<file path="src/rtl/fifo_tx_scheduler.sv">
`timescale 1ns / 1ps
`default_nettype none
// ============================================================================
// Module   : fifo_tx_scheduler
// Brief    : Round-robin arbiter for the TX FIFO write port plus the
//            pop/start/wait-done sequencer that feeds the UART transmitter.
// Revision : 1.0 - initial release
// ============================================================================
module fifo_tx_scheduler #(
  parameter int NREQ = 4,
  parameter int IDW  = $clog2(NREQ),
  parameter int CNTW = 16
) (
  input  logic                 clk,
  input  logic                 rst,
  input  logic                 enable,
  input  logic [NREQ-1:0]      req_valid,
  input  logic [8*NREQ-1:0]    req_data,
  output logic [NREQ-1:0]      req_ready,
  output logic [IDW-1:0]       grant_id,
  output logic                 fifo_wr,
  output logic [7:0]           fifo_wdata,
  input  logic                 fifo_full,
  output logic                 fifo_rd,
  input  logic [7:0]           fifo_rdata,
  input  logic                 fifo_empty,
  output logic                 tx_start,
  output logic [7:0]           tx_data,
  input  logic                 tx_busy,
  input  logic                 tx_done,
  output logic [CNTW-1:0]      tx_count
);

  localparam logic [IDW:0] c_NREQ = NREQ[IDW:0];
  localparam logic [IDW:0] c_ONE  = {{IDW{1'b0}}, 1'b1};

  typedef enum logic [1:0] {
    IDLE      = 2'd0,
    LOAD      = 2'd1,
    WAIT_DONE = 2'd2
  } state_t;

  state_t            r_state;
  state_t            w_state_nxt;
  logic [IDW-1:0]    r_rr_ptr;
  logic [IDW-1:0]    w_rr_nxt;
  logic [IDW-1:0]    w_win_id;
  logic [IDW:0]      w_cand;
  logic [IDW:0]      w_win_inc;
  logic              w_found;
  logic              w_grant;
  logic              w_load;
  logic              w_done;
  logic              r_start;
  logic [7:0]        r_tx_data;
  logic [CNTW-1:0]   r_tx_count;

  // Search upward from the pointer, wrapping modulo NREQ (NREQ need not be a power of two).
  always_comb begin
    w_found  = 1'b0;
    w_win_id = '0;
    w_cand   = '0;
    for (int k = 0; k < NREQ; k++) begin
      w_cand = {1'b0, r_rr_ptr} + k[IDW:0];
      if (w_cand >= c_NREQ) begin
        w_cand = w_cand - c_NREQ;
      end
      if (!w_found && req_valid[w_cand[IDW-1:0]]) begin
        w_found  = 1'b1;
        w_win_id = w_cand[IDW-1:0];
      end
    end
  end

  assign w_grant = !rst && enable && !fifo_full && w_found;

  always_comb begin
    req_ready  = '0;
    fifo_wr    = 1'b0;
    fifo_wdata = '0;
    grant_id   = '0;
    if (w_grant) begin
      req_ready[w_win_id] = 1'b1;
      fifo_wr             = 1'b1;
      fifo_wdata          = req_data[{w_win_id, 3'b000} +: 8];
      grant_id            = w_win_id;
    end
  end

  always_comb begin
    w_win_inc = {1'b0, w_win_id} + c_ONE;
    w_rr_nxt  = (w_win_inc == c_NREQ) ? '0 : w_win_inc[IDW-1:0];
  end

  always_ff @(posedge clk or posedge rst) begin
    if (rst) begin
      r_rr_ptr <= '0;
    end else if (w_grant) begin
      r_rr_ptr <= w_rr_nxt;
    end
  end

  always_comb begin
    w_state_nxt = r_state;
    w_load      = 1'b0;
    w_done      = 1'b0;
    case (r_state)
      IDLE: begin
        if (enable && !fifo_empty && !tx_busy) begin
          w_state_nxt = LOAD;
          w_load      = 1'b1;
        end
      end
      LOAD: begin
        w_state_nxt = WAIT_DONE;
      end
      WAIT_DONE: begin
        if (tx_done) begin
          w_state_nxt = IDLE;
          w_done      = 1'b1;
        end
      end
      default: begin
        w_state_nxt = IDLE;
      end
    endcase
  end

  // The start/pop flop is set on the edge entering LOAD, so it is high exactly while in LOAD.
  always_ff @(posedge clk or posedge rst) begin
    if (rst) begin
      r_state    <= IDLE;
      r_start    <= 1'b0;
      r_tx_data  <= '0;
      r_tx_count <= '0;
    end else begin
      r_state <= w_state_nxt;
      r_start <= w_load;
      if (w_load) begin
        r_tx_data <= fifo_rdata;
      end
      if (w_done) begin
        r_tx_count <= r_tx_count + 1'b1;
      end
    end
  end

  assign fifo_rd  = r_start;
  assign tx_start = r_start;
  assign tx_data  = r_tx_data;
  assign tx_count = r_tx_count;

endmodule
`default_nettype wire
</file>
<file path="config.mk">
export PLATFORM = sky130hd
export DESIGN_NAME = fifo_tx_scheduler
export DESIGN_NICKNAME = d
export VERILOG_FILES = /design/src/rtl/fifo_tx_scheduler.sv
export SDC_FILE = /design/constraint.sdc
export NUM_CORES = 1
export LEC_CHECK = 0
export CAP_MARGIN = 20
export CORE_MARGIN = 1
export CORE_UTILIZATION = 35
export DETAILED_ROUTE_END_ITERATION = 8
export HOLD_SLACK_MARGIN = 0.08
export PLACE_DENSITY = 0.74
export SYNTH_ARGS = -nofsm -noshare
export SYNTH_HDL_FRONTEND = slang
export SYNTH_SLANG_ARGS = --single-unit
</file>
<file path="constraint.sdc">
create_clock -name clk -period 1.7 [get_ports clk]
set_input_delay 0.17 -clock clk [delete_from_list [all_inputs] [get_ports clk]]
set_output_delay 0.17 -clock clk [all_outputs]
set_load 0.005 [all_outputs]
</file>
==> impl_metrics.py, run 1 <==
metrics = {
    "worst_setup_path": {
        "setup.worst_path.start_class": "register",
        "timing.critical_path.to_type": "output port",
        "worstPathCellList": "nor2b_4 > o21a_4 > nor3_4 > buf_6 > buf_12 > mux2i_4 > o22ai_2 > buf_2",
        "reg_to_reg_slack_setup_ns": -0.12,
        "timing.critical_path.required_ns": 1.53,
        "worst_setup_path_startpoint": "r_rr_ptr[1]",
        "regToRegStartpoint": "r_rr_ptr[1]",
        "worst_ep_arrival_time_ns": 2.01,
        "critPathTopFamily": "flip-flops",
        "worst_reg2reg_path_endpoint": "r_rr_ptr[1]",
        "r2r_cells": 6,
        "timing.critical_path.buf_inv": 3,
        "cp_max_fo": 5,
        "crit_path_kind": "register to output port",
        "slowest_stage": "sky130_fd_sc_hd__dfrtp_2",
        "cp_slowest_stage_delay_ns": 0.45,
    },
    "logic_synthesis": {
        "synthesis.nets": 203,
        "synth-simple-area-share": 0.1722,
        "synth-compound-area-share": 0.05839,
        "netlist.area_leader.share": 0.4287,
        "synth-seq-cells": 29,
        "post_synth_fa_ha_maj_area_fraction": 0.03695,
        "yosys-top-cells-area": "sky130_fd_sc_hd__dfrtp_1 43%, sky130_fd_sc_hd__mux2i_1 9.5%, sky130_fd_sc_hd__mux2_4 7.1%, sky130_fd_sc_hd__xnor2_1 5.2%, sky130_fd_sc_hd__ha_1 3.7%",
        "synth_sequential_area_ratio": 0.4287,
        "synth_cells": 147,
        "synth_largest_area_cell": "sky130_fd_sc_hd__dfrtp_1",
        "muxShareOfSynthArea": 0.1855,
        "main_combinational_cell_family_by_area_after_synthesis": "multiplexers",
        "synth_warnings": 0,
        "syn_area_um2": 1693,
        "post_synth_num_cell_types": 35,
        "avg_cell_area_syn_um2": 11.52,
        "yosys.area_share.xor_xnor": 0.07761,
    },
    "power_and_ir_drop": {
        "pwr_density_cell_nw_per_um2": 913.5,
        "p_sw_uw": 874.2,
        "netSwitchingFraction": 0.3043,
        "p_total_uw": 2872,
        "power.clock.fraction": 0.194,
        "power_frac_comb": 0.475,
        "power.leakage_uw": 0.001453,
        "power_report.internal_total_uw": 1998,
        "irDropWorstVdd_uv": 407.5,
        "power_frac_seq": 0.330,
    },
    "floorplanning": {
        "core.rowCount": 24,
        "height_of_the_die_um": 71.55,
        "ios": 92,
        "starting_density": 0.3758,
        "die_outline_area_um2": 5119,
        "fp.dieW_um": 71.55,
        "placeableCoreArea_um2": 4504,
    },
    "route": {
        "detail_route.wl_per_cell_um": 14.05,
        "via_count": 1590,
        "detail_route.drc_violations": 0,
        "routed_wl_um": 4567,
        "drt_iter0_drc": 38,
        "first_pass_iters": 4,
        "avgViaCountPerCell": 4.892,
        "ant_nets": 0,
    },
    "timing": {
        "worstMarginPinSlew_ns": 0.3598,
        "maxClockFrequency_mhz": 459.5,
        "fin_worst_setup_slack_ns": -0.4762,
        "hold_viol": 0,
        "final_period_minus_worst_setup_slack_ns": 2.176,
        "slew_violations": 0,
        "worst_relative_slew_slack": 0.7602,
        "grt_setup_unrepaired": "true",
        "timing.final.setup_violations": 15,
        "layout_skew_ns": 0.001835,
        "timing.final.crit_share": 1.280,
    },
    "global_route": {
        "globalRouteOverflowTotal": 0,
        "grtUsageTotal": 0.1904,
        "grt_first_pass_wirelength_um": 7389,
        "first_global_vias": 1667,
        "grt_start_max_net_pins": 30,
        "grt_antenna_before_repair": 0,
    },
    "worst_hold_path": {
        "timing.hold.worst.class": "input port to asynchronous set/reset pin",
    },
    "finish": {
        "area.growth.synth_to_final_pct": 85.74,
        "mostFrequentLayoutCell": "sky130_fd_sc_hd__clkdlybuf4s50_1",
        "fillerInstances": 347,
        "instances_no_fill": 325,
        "antennaDiodeCount": 0,
        "layout-drive-gt1-share": 0.3480,
        "leading_cell_types_in_the_layout_fill_and_taps_excluded": "73 x sky130_fd_sc_hd__clkdlybuf4s50_1, 28 x sky130_fd_sc_hd__dfrtp_1, 21 x sky130_fd_sc_hd__buf_4",
        "finalNetCount": 329,
    },
    "clock_tree": {
        "num_cts_buffers": 5,
        "cts.clk_slew.worst_paths_ns": 0.06,
        "clock_sinks": 29,
        "clock_latency_ns": 0.28,
        "tritoncts_clock_tree": "yes",
        "ctsLongestPathBuffers": 2,
        "root_buffer": "sky130_fd_sc_hd__clkbuf_8",
        "h-tree-depth": 2,
    },
    "placement": {
        "gpl.final_weighted_congestion": 0.8032,
        "detailedPlacementHpwl_um": 3076,
        "place.detailed.instances": 298,
        "preCtsSetupSlack_ns": -0.7143,
        "place.port_buffers": 91,
    },
    "outcome": {
        "run_status": "finished with violations",
        "violations": "negative setup slack",
    },
    "run": {
        "max_cap_violations": 0,
    },
}
==> synthesized netlist by cell type <==
library cell,instances
sky130_fd_sc_hd__ha_1,5
sky130_fd_sc_hd__o21ai_0,1
sky130_fd_sc_hd__nor3_2,1
sky130_fd_sc_hd__buf_12,1
sky130_fd_sc_hd__and2_1,4
sky130_fd_sc_hd__a21oi_1,1
sky130_fd_sc_hd__a21o_1,1
sky130_fd_sc_hd__nand2b_1,2
sky130_fd_sc_hd__nand2_1,10
sky130_fd_sc_hd__buf_6,1
sky130_fd_sc_hd__a221oi_2,1
sky130_fd_sc_hd__nor2b_4,1
sky130_fd_sc_hd__nand4_4,1
sky130_fd_sc_hd__nand3_1,1
sky130_fd_sc_hd__mux2i_1,16
sky130_fd_sc_hd__xor2_1,5
sky130_fd_sc_hd__nor3_4,1
sky130_fd_sc_hd__nor4_4,1
sky130_fd_sc_hd__xnor2_1,10
sky130_fd_sc_hd__mux2_1,3
sky130_fd_sc_hd__buf_4,2
sky130_fd_sc_hd__mux2_4,8
sky130_fd_sc_hd__and3_1,3
sky130_fd_sc_hd__dfrtp_1,29
sky130_fd_sc_hd__o21a_1,1
sky130_fd_sc_hd__and4_1,1
sky130_fd_sc_hd__nand4_1,3
sky130_fd_sc_hd__nor2_1,13
sky130_fd_sc_hd__inv_1,4
sky130_fd_sc_hd__nor4_1,2
sky130_fd_sc_hd__nand2_2,2
sky130_fd_sc_hd__and3b_1,1
sky130_fd_sc_hd__a21oi_2,1
sky130_fd_sc_hd__o22ai_1,8
sky130_fd_sc_hd__inv_2,2
==> per-layer routing <==
metal  vias to the layer above  track usage  share of wire
li1                        766            -              -
met1                       738       0.2222           0.41
met2                        81       0.3153           0.49
met3                         5      0.07736          0.083
met4                         0      0.07190          0.011
met5                         -            0              0
==> power groups by stage <==
stage	logic (µW)	registers [µW]	clock network, µW
4_1_cts	1330	934	571
5_1_grt	1460	957	614
6_report	1370	949	559
2_1_floorplan	543	932	0
3_5_place_dp	987	945	0
3_3_place_gp	973	942	0
==> worst max-delay path by stage <==
stage,end,cells past startpoint,slack [ns]
detailed placement,fifo_wdata[3],7,-0.71
finish,fifo_wdata[1],8,-0.48
floorplan,r_rr_ptr[1],7,-0.05
CTS,fifo_wdata[7],9,-0.54
global route,fifo_wdata[5],8,-0.56
global placement,fifo_wdata[3],7,-0.71
==> cell families after synthesis <==
family / after synthesis
buf+inv: 10
flops: 29
xor+xnor: 15
mux: 27
compound gates: 14
simple gates: 47
fa+ha+maj: 5
==> state kept, by name (all words and copies together), names as in the netlist <==
signal / cells
r_state: 2
tx_data: 8
tx_count: 16
fifo_rd: 1
r_rr_ptr: 2
==> per-stage QoR <==
stage / util / setup TNS (ns) / hold slack [ns] / instance area [µm²]
global placement: 0.6125 / -9.543 / 0.4618 / 2759
global route: 0.6981 / -6.970 / 0.3182 / 3144
floorplan: - / -0.06612 / 0.2410 / 1720
detailed placement: 0.6125 / -9.729 / 0.4650 / 2759
CTS: 0.6817 / -6.348 / 0.2979 / 3070
finish: 0.6981 / -5.768 / 0.2846 / 3144
==> final cells by class <==
cell class | instances | area (µm²) | area share
multi-input combinational | 108 | 1082 | 0.3442
inverter | 6 | 27.53 | 0.008754
sequential | 29 | 726.9 | 0.2312
timing repair buffer | 123 | 1156 | 0.3677
tap | 52 | 65.06 | 0.02069
clock buffer | 7 | 86.33 | 0.02746
==> tightest hold or removal path, cell delays in order <==
cell and delay, ns:
sky130_fd_sc_hd__clkdlybuf4s50_1 0.42, sky130_fd_sc_hd__inv_1 0.06, sky130_fd_sc_hd__buf_4 0.33
==> what timing repair did <==
action                     4_1_cts  5_1_grt
hold buffers                     0        0
cloned                           2        0
setup endpoints to repair       16       16
gates resized for setup         76       28
setup buffers                   19        3
pin swaps                       15       15
No activity file was read; power rests on OpenSTA's default activity.
==> inputs of run 2 (changes only) <==
--- a/config.mk
+++ b/config.mk
@@ -6,7 +6,6 @@
 export NUM_CORES = 1
 export LEC_CHECK = 0
 export CAP_MARGIN = 20
-export CORE_MARGIN = 1
 export CORE_UTILIZATION = 35
 export DETAILED_ROUTE_END_ITERATION = 8
 export HOLD_SLACK_MARGIN = 0.08
==> results of run 2 <==
Same layout as run 1: the final DEF is identical, and so are final timing and power.
==> inputs of run 3 (changes only) <==
--- a/config.mk
+++ b/config.mk
@@ -6,10 +6,13 @@
 export NUM_CORES = 1
 export LEC_CHECK = 0
 export CAP_MARGIN = 20
-export CORE_UTILIZATION = 35
+export CORE_ASPECT_RATIO = 1.1
+export CORE_MARGIN = 5
+export CORE_UTILIZATION = 55
 export DETAILED_ROUTE_END_ITERATION = 8
+export DONT_BUFFER_PORTS = 1
 export HOLD_SLACK_MARGIN = 0.08
-export PLACE_DENSITY = 0.74
+export PLACE_DENSITY = 0.71
 export SYNTH_ARGS = -nofsm -noshare
 export SYNTH_HDL_FRONTEND = slang
 export SYNTH_SLANG_ARGS = --single-unit
==> run 3 against run 2 <==
Against the previous run: the run still ends with negative setup slack left; combinational power fell by 38%; final area fell by 32%; cell count fell by 35%; highest routed layer unchanged; critical endpoint is now req_ready[1]; setup slack improved by 0.15 ns; non-clock buffer count fell by 96; first-iteration DRC count rose by 66%; critical path depth fell by 2.
==> impl_metrics.py, run 3 (same netlist as run 1, synthesis figures left out) <==
metrics = {
    "worst_setup_path": {
        "timing.critical_path.to_type": "output port",
        "cp_max_fo": 4,
        "r2r_cells": 6,
        "regToRegStartpoint": "r_rr_ptr[1]",
        "worst_reg2reg_path_endpoint": "r_rr_ptr[1]",
        "setup.worst_path.start_class": "register",
        "crit_path_kind": "register to output port",
        "reg_to_reg_slack_setup_ns": -0.12,
        "timing.critical_path.required_ns": 1.53,
        "worst_ep_arrival_time_ns": 1.86,
    },
    "global_route": {
        "grtUsageTotal": 0.1795,
        "globalRouteOverflowTotal": 0,
        "grt_first_pass_wirelength_um": 6023,
        "grt_start_max_net_pins": 30,
        "first_global_vias": 1362,
        "grt_antenna_before_repair": 0,
    },
    "clock_tree": {
        "cts.clk_slew.worst_paths_ns": 0.08,
        "tritoncts_clock_tree": "yes",
        "root_buffer": "sky130_fd_sc_hd__clkbuf_4",
        "num_cts_buffers": 5,
        "h-tree-depth": 2,
        "ctsLongestPathBuffers": 2,
        "clock_latency_ns": 0.32,
        "clock_sinks": 29,
    },
    "route": {
        "via_count": 1228,
        "drt_iter0_drc": 63,
        "first_pass_iters": 4,
        "ant_nets": 0,
        "detail_route.wl_per_cell_um": 18.38,
        "avgViaCountPerCell": 5.792,
        "routed_wl_um": 3896,
        "detail_route.drc_violations": 0,
    },
    "power_and_ir_drop": {
        "power.clock.fraction": 0.204,
        "power_frac_comb": 0.375,
        "power_report.internal_total_uw": 1526,
        "p_total_uw": 2248,
        "irDropWorstVdd_uv": 866.1,
        "power.leakage_uw": 0.001008,
        "p_sw_uw": 722.8,
        "pwr_density_cell_nw_per_um2": 1047,
        "netSwitchingFraction": 0.3215,
        "power_frac_seq": 0.421,
    },
    "floorplanning": {
        "die_outline_area_um2": 4289,
        "fp.dieW_um": 62.90,
        "height_of_the_die_um": 68.19,
        "core.rowCount": 21,
        "ios": 92,
        "placeableCoreArea_um2": 2995,
        "starting_density": 0.5652,
    },
    "run": {
        "max_cap_violations": 0,
    },
    "placement": {
        "detailedPlacementHpwl_um": 2875,
        "gpl.final_weighted_congestion": 0.7946,
        "place.port_buffers": 0,
    },
    "timing": {
        "maxClockFrequency_mhz": 493.3,
        "worst_relative_slew_slack": 0.7416,
        "timing.final.crit_share": 1.192,
        "grt_setup_unrepaired": "true",
        "timing.final.setup_violations": 15,
        "fin_worst_setup_slack_ns": -0.3270,
        "holdWs_ns": 0.1155,
        "final_period_minus_worst_setup_slack_ns": 2.027,
        "worstMarginPinSlew_ns": 0.3876,
        "layout_skew_ns": 0.01194,
        "slew_violations": 0,
        "hold_viol": 0,
    },
    "worst_hold_path": {
        "worstHoldEndpoint": "fifo_rd",
        "hold_path_startpoint": "fifo_empty",
        "timing.hold.worst.class": "input port to register",
        "min_path_cells": 2,
    },
    "finish": {
        "mostFrequentLayoutCell": "sky130_fd_sc_hd__dfrtp_1",
        "fillerInstances": 220,
        "antennaDiodeCount": 0,
        "area.growth.synth_to_final_pct": 26.83,
        "finalNetCount": 233,
        "leading_cell_types_in_the_layout_fill_and_taps_excluded": "29 x sky130_fd_sc_hd__dfrtp_1, 13 x sky130_fd_sc_hd__nor2_1, 13 x sky130_fd_sc_hd__buf_4",
        "layout-drive-gt1-share": 0.3427,
        "max_ffs_per_register": 16,
    },
    "outcome": {
        "violations": "negative setup slack",
        "run_status": "finished with violations",
    },
}
## run 3: area by class of cell
| type | count | area, µm² | share of cell area |
|---|---|---|---|
| clock buffers | 7 | 65.06 | 0.03030 |
| clock inverters | 1 | 5.005 | 0.002331 |
| inverters | 6 | 25.02 | 0.01166 |
| multi-input cells | 108 | 1044 | 0.4860 |
| flip-flops and latches | 29 | 725.7 | 0.3380 |
| well taps | 34 | 42.54 | 0.01981 |
| repair buffers | 27 | 240.2 | 0.1119 |
## run 3: worst max-delay path by stage
stage | cells past startpoint | start | to | slack (ns)
2_1_floorplan | 7 | r_rr_ptr[1] | r_rr_ptr[1] | -0.05
3_3_place_gp | 5 | r_rr_ptr[1] | fifo_wdata[0] | 0.001
3_5_place_dp | 6 | r_rr_ptr[1] | fifo_wdata[5] | -0.05
4_1_cts | 7 | r_rr_ptr[1] | req_ready[0] | -0.35
5_1_grt | 7 | r_rr_ptr[1] | fifo_wdata[7] | -0.43
6_report | 6 | r_rr_ptr[1] | req_ready[1] | -0.33
## run 3: per-layer routing
| layer | global-route usage | share of wire |
|---|---|---|
| met1 | 0.1727 | 0.33 |
| met2 | 0.3500 | 0.56 |
| met3 | 0.06404 | 0.092 |
| met4 | 0.06897 | 0.017 |
| met5 | 0 | 0 |
## run 3: worst max-delay path, stage by stage (launching register included)
cell	delay (ns)
sky130_fd_sc_hd__dfrtp_1	0.41
sky130_fd_sc_hd__nor2b_4	0.14
sky130_fd_sc_hd__a21o_1	0.19
sky130_fd_sc_hd__a221oi_4	0.35
sky130_fd_sc_hd__inv_2	0.12
sky130_fd_sc_hd__ha_2	0.18
sky130_fd_sc_hd__and2_1	0.15
## run 3: timing repair
item	in CTS	in global routing
resized for setup	20	7
endpoints found under the hold margin	39	0
hold buffers	12	0
pin swaps	7	2
setup buffers	3	1
endpoints found under the setup margin	15	17
cloned	1	0
## run 3: metrics by stage
stage                     std cells  area [µm²]  setup slack, ns  utilization  setup TNS, ns
after global placement          187        1798         0.001496       0.6003              0
after CTS                       211        2111          -0.3520       0.7047         -4.270
after floorplan                 147        1720         -0.04848            -       -0.06612
after detailed placement        187        1798         -0.05442       0.6003        -0.3141
after global routing            212        2147          -0.4286       0.7168         -5.482
final                           212        2147          -0.3270       0.7168         -3.873
## run 3: power by group through the flow
stage	logic, µW	registers [µW]	clock network (µW)
floorplan	543	932	0
global placement	604	957	0
detailed placement	627	966	0
CTS	797	949	475
global route	926	965	521
finish	843	946	460
